===== config.mk =====
export PLATFORM = sky130hd
export DESIGN_NAME = out_accum_stage
export DESIGN_NICKNAME = d
export VERILOG_FILES = /design/src/rtl/out_accum_stage.sv
export SDC_FILE = /design/constraint.sdc
export NUM_CORES = 1
export LEC_CHECK = 0
export BUFFER_PORTS_ARGS = -buffer_cell sky130_fd_sc_hd__buf_4
export CORE_MARGIN = 2
export CORE_UTILIZATION = 51
export DETAILED_ROUTE_END_ITERATION = 16
export GPL_TIMING_DRIVEN = 0
export PLACE_DENSITY = 0.77
export SYNTH_ARGS = -nofsm -noshare
export SYNTH_HDL_FRONTEND = slang
export SYNTH_SLANG_ARGS = --single-unit
export TNS_END_PERCENT = 1

===== constraint.sdc =====
create_clock -name CLK -period 4.14 [get_ports CLK]
set_input_delay 0.414 -clock CLK [delete_from_list [all_inputs] [get_ports CLK]]
set_output_delay 0.414 -clock CLK [all_outputs]
set_load 0.1 [all_outputs]

===== src/rtl/out_accum_stage.sv =====
// Output-accumulation stage: takes one MAC row per handshake, optionally adds the
// prior partial sum read from output memory (lane-wise, saturating), and emits it.
module out_accum_stage #(
  parameter int LANES = 4,
  parameter int LW    = 16
) (
  input  logic                  CLK,
  input  logic                  RSTN,
  input  logic                  CLR_DP,
  input  logic                  ACC_ctrl,
  input  logic                  ROW_VALID,
  output logic                  ROW_READY,
  input  logic [3:0]            ROW_DST,
  input  logic [LANES*LW-1:0]   ROW_DATA,
  output logic                  OM_REN,
  output logic [3:0]            OM_RADDR,
  input  logic [LANES*LW-1:0]   OM_RDATA,
  input  logic                  OUT_STALL,
  output logic                  OMWrite_om,
  output logic [3:0]            ODST_om,
  output logic [LANES*LW-1:0]   DACC,
  output logic                  SAT_FLAG
);

  localparam int RW = LANES * LW;
  localparam logic [LW-1:0] LANE_MAX = {1'b0, {(LW-1){1'b1}}};
  localparam logic [LW-1:0] LANE_MIN = {1'b1, {(LW-1){1'b0}}};

  // S1 stage
  logic          v1;
  logic          acc1;
  logic          rd_fresh;
  logic [3:0]    dst1;
  logic [RW-1:0] data1;
  logic [RW-1:0] old_q;

  // S2 stage (drives the output ports directly)
  logic          v2;

  logic          stall;
  logic          accept;
  logic          advance;
  logic [RW-1:0] old_eff;
  logic [RW-1:0] sum_row;
  logic [LANES-1:0] lane_sat;
  logic          any_sat;

  // Handshake: a row transfers at a rising edge where ROW_VALID && ROW_READY.
  // ROW_READY depends only on CLR_DP and the output stall, never on ROW_VALID.
  assign stall      = v2 && OUT_STALL;
  assign ROW_READY  = !CLR_DP && !stall;
  assign accept     = ROW_VALID && ROW_READY;
  assign OM_REN     = accept && ACC_ctrl && RSTN;
  assign OM_RADDR   = ROW_DST;
  assign advance    = v1 && !stall;
  assign OMWrite_om = v2 && !OUT_STALL;

  // Read data is live only the cycle after the read; afterwards the held copy is used.
  assign old_eff = rd_fresh ? OM_RDATA : old_q;

  for (genvar k = 0; k < LANES; k++) begin : g_lane
    logic [LW-1:0] a;
    logic [LW-1:0] b;
    logic [LW:0]   wide;
    assign a    = old_eff[k*LW +: LW];
    assign b    = data1[k*LW +: LW];
    assign wide = {a[LW-1], a} + {b[LW-1], b};
    // Top two bits disagree exactly when the 17-bit sum leaves the 16-bit range.
    assign lane_sat[k] = wide[LW] ^ wide[LW-1];
    assign sum_row[k*LW +: LW] = lane_sat[k] ? (wide[LW] ? LANE_MIN : LANE_MAX)
                                             : wide[LW-1:0];
  end

  assign any_sat = acc1 && (|lane_sat);

  always_ff @(posedge CLK) begin
    if (!RSTN || CLR_DP) begin
      v1       <= 1'b0;
      acc1     <= 1'b0;
      rd_fresh <= 1'b0;
      dst1     <= '0;
      data1    <= '0;
      old_q    <= '0;
      v2       <= 1'b0;
      ODST_om  <= '0;
      DACC     <= '0;
      SAT_FLAG <= 1'b0;
    end else begin
      rd_fresh <= OM_REN;
      if (rd_fresh) begin
        old_q <= OM_RDATA;
      end

      if (accept) begin
        v1    <= 1'b1;
        dst1  <= ROW_DST;
        data1 <= ROW_DATA;
        acc1  <= ACC_ctrl;
      end else if (advance) begin
        v1 <= 1'b0;
      end

      if (!stall) begin
        v2 <= v1;
        if (v1) begin
          ODST_om <= dst1;
          DACC    <= acc1 ? sum_row : data1;
          if (any_sat) begin
            SAT_FLAG <= 1'b1;
          end
        end
      end
    end
  end

endmodule


==> results.toml <==
[placement]
io_buffers = 213
hpwl_um = 27800
gp_congestion = 0.933
dp_slack_ns = -1.12
dp.cells = 1814
place_area_um2 = 13100

[layout]
fin_cells = 1890
area_delta_synth_final_pct = 31.9
layout-drive-gt1-share_pct = 26.8
seq_area_um2 = 4110
fin_nets = 1805
multi_input_area_um2 = 6970
antennaDiodeCount = 0
fill_cells = 1771
post-route-cell-area_um2 = 14700

[setup_path]
endpoint_kind = "flop"
reg2reg_slack_ns = -0.05
rr_endpoint = "DACC[17]"
cp-start-kind = "flop"
arrival_ns = 4.64
worstPathMaxFanout = 7
r2r_cells = 18
worst_r2r_startpoint = "rd_fresh"
required_ns = 4.59
cp-startpoint = "rd_fresh"
crit_type = "flop to flop"

[cts]
clkTransAtPathRegs_ns = 0.06
clockRootBuffer = "clkbuf_16"
cts.sinks = 205
clkLatencyLatePin_ns = 0.53
tritoncts = "done"
h-tree-depth = 1
numCtsBuffers = 24
clk_path_buf_depth = 3
ctsHoldBuffers = 0

[floorplan]
pin_count = 214
initial_core_util_pct = 51.5
num_rows = 54
core_area_um2 = 21600
die_w_um = 152
die_y_um = 152
die_area_um2 = 23000

[power]
power_mw = 4.77
p_leak_nw = 6.32
vdd_ir_drop_max_mv = 0.271
power_density_nw_per_um2 = 324

[yosys]
netlist_top_cells_area = "dfxtp_1 (37%), ha_1 (7.9%), nand2_1 (7.7%)"
synthCells = 1321
synth-seq-cells = 205
ys_types = 74
syn_avg_cell_area_um2 = 8.44
yosysWarnings = 0
synth_fp_nets = 1533
seq_area_frac_synth_pct = 36.8
syn_area_um2 = 11100
synth_top_flop_cell = "dfxtp_1"
synthArstFlopShare_pct = 0
synth_top_area_share_pct = 36.8
synth_top_cell_by_area = "dfxtp_1"
synth_edf_count = 0

[detailed_routing]
vias = 11100
vias_per_cell = 5.89
dr.first_iter.drc_count = 832
ant_nets = 0
routedWlPerCell_um = 20.4
drcViolationCount = 0
finalWirelength_um = 38600
first_pass_iters = 5

[timing]
finalSetupViolCount = 4
period_share_pct = 101
fin_ws_ns = -0.0540
rsz0062_at_grt = "yes"
relSlewSlack_pct = 36.1
fin_tns_setup_ns = -0.135
max_freq_mhz = 238
worstMarginPinSlew_ns = 0.959
hold_viol = 0
slew_violations = 0
period_needed_ns = 4.19
skew_ns = 0.0184

[global_route]
grt_antenna_before_repair = 0
grt_start_max_net_pins = 13
grt-ovfl-total = 0
top_usage_layer = "met2"
grt_pass1_wl_um = 58500
grt_use_met3_pct = 4.96
met1_usage_pct = 41.8
grt_pass1_vias = 10700
grtUsageMet2_pct = 52.1
gr-usage-all-layers_pct = 31.7

[hold_path]
hold_class = "input pin to flop"
worstHoldPathCells = 3
min_to = "data1[2]"
hold_start = "ROW_DATA[2]"

[job]
cap_violations = 0

[run_status]
status = "finished with violations"
violations = "setup timing"
critical path, cell delays in order (launching register included):
cell	delay [ns]
dfxtp_2	0.33
buf_8	0.14
clkbuf_16	0.15
mux2_2	0.36
ha_4	0.17
a21o_1	0.19
a21o_1	0.22
a2111oi_4	0.48
nor4_4	0.09
o41ai_4	0.38
o21bai_1	0.13
a21oi_2	0.18
xor2_1	0.17
ha_1	0.27
buf_6	0.15
nor3_4	0.23
buf_6	0.15
a211oi_1	0.05
o31ai_1	0.24
cell usage after synthesis (5+ instances only):
library cell  number
a21o_1            17
o21a_1            11
clkbuf_1          69
ha_1              70
and2_1            69
inv_1             21
buf_4              5
and3_1             5
a31oi_1           14
o211ai_1           7
nor2_1            55
nand2_1          229
nor3_1            17
o21ai_1           33
o31ai_1            5
or3_1              8
a211oi_1          12
o21bai_1           8
nor2b_1            6
mux2_2            63
nand2b_1          13
nand3_1           15
xor2_1            16
a21boi_0           6
xnor2_1           34
o2111ai_1          5
a221oi_1          12
a21oi_1          136
and4_1             5
o21ai_0           67
dfxtp_1          205
state kept, by name, summed over array words and instances, names as in the netlist:
signal    flops
old_q        64
rd_fresh      1
acc1          1
ODST_om       4
DACC         64
data1        64
SAT_FLAG      1
dst1          4
v2            1
v1            1
worst max-delay path by stage:
stage	cells after the start	slack [ns]	to
6_report	18	-0.05	DACC[17]
3_3_place_gp	20	-1.03	DACC[33]
5_1_grt	18	-0.19	DACC[17]
4_1_cts	18	-0.02	DACC[8]
2_1_floorplan	20	0.04	DACC[33]
3_5_place_dp	20	-1.12	DACC[33]
placed cells by master (no fill, tap or decap), types with 6 or more instances in the layout:
| cell type | instances |
|---|---|
| a211oi_1 | 11 |
| a21boi_0 | 6 |
| a21o_1 | 17 |
| a21oi_1 | 130 |
| a21oi_2 | 8 |
| a221oi_1 | 6 |
| a221oi_2 | 6 |
| a31oi_1 | 13 |
| and2_1 | 69 |
| buf_4 | 248 |
| clkbuf_1 | 66 |
| clkbuf_16 | 30 |
| dfxtp_1 | 204 |
| ha_1 | 62 |
| ha_4 | 8 |
| inv_1 | 20 |
| mux2_2 | 57 |
| mux2_4 | 6 |
| nand2_1 | 227 |
| nand2b_1 | 13 |
| nand3_1 | 13 |
| nor2_1 | 54 |
| nor3_1 | 16 |
| o211ai_1 | 7 |
| o21a_1 | 11 |
| o21ai_0 | 66 |
| o21ai_1 | 33 |
| o21bai_1 | 8 |
| or3_1 | 8 |
| xnor2_1 | 33 |
| xor2_1 | 15 |
through the flow:
stage / hold slack (ns) / utilization, %
finish: 0.129 / 68.0
global route: 0.144 / 68.0
CTS: 0.126 / 66.1
detailed placement: 0.438 / 60.6
global placement: 0.437 / 60.6
floorplan: 0.432 / -
final cells by class:
cell class              instances  share of cell area, %
multi-input cells            1015                   47.4
flip-flops and latches        205                   27.9
repair buffers                248                   13.0
clock buffers                  37                   4.91
plain buffers                  77                   3.25
well taps                     280                   2.38
inverters                      22                  0.588
clock inverters                 6                  0.545
per-layer routing:
metal / share of wire [%] / vias up
li1: - / 5194
met5: 0 / -
met1: 41 / 5243
met3: 8.8 / 124
met4: 4.7 / 0
met2: 46 / 565
cells by family after synthesis:
group	count (synthesis)	synth area share (%)
mux	68	6.85
fa+ha+maj	76	8.76
compound gates	379	21.6
xor+xnor	50	3.93
simple gates	442	18.4
flops	205	36.8
buf+inv	101	3.67
report_power, final:
group,leakage (nW),internal [mW],switching (mW)
clock network,0.396,1.32,0.861
registers,1.66,2.00,0.0206
logic,4.27,0.239,0.332
total,6.32,3.55,1.21
repair_timing:
action / CTS / global route
gates cloned: 0 / 0
buffers inserted: 12 / 23
gates resized for setup: 49 / 43
endpoints found under the hold margin: 0 / 0
pin swaps: 10 / 34
setup endpoints to repair: 49 / 46
Power figures use the tool's default switching activity.
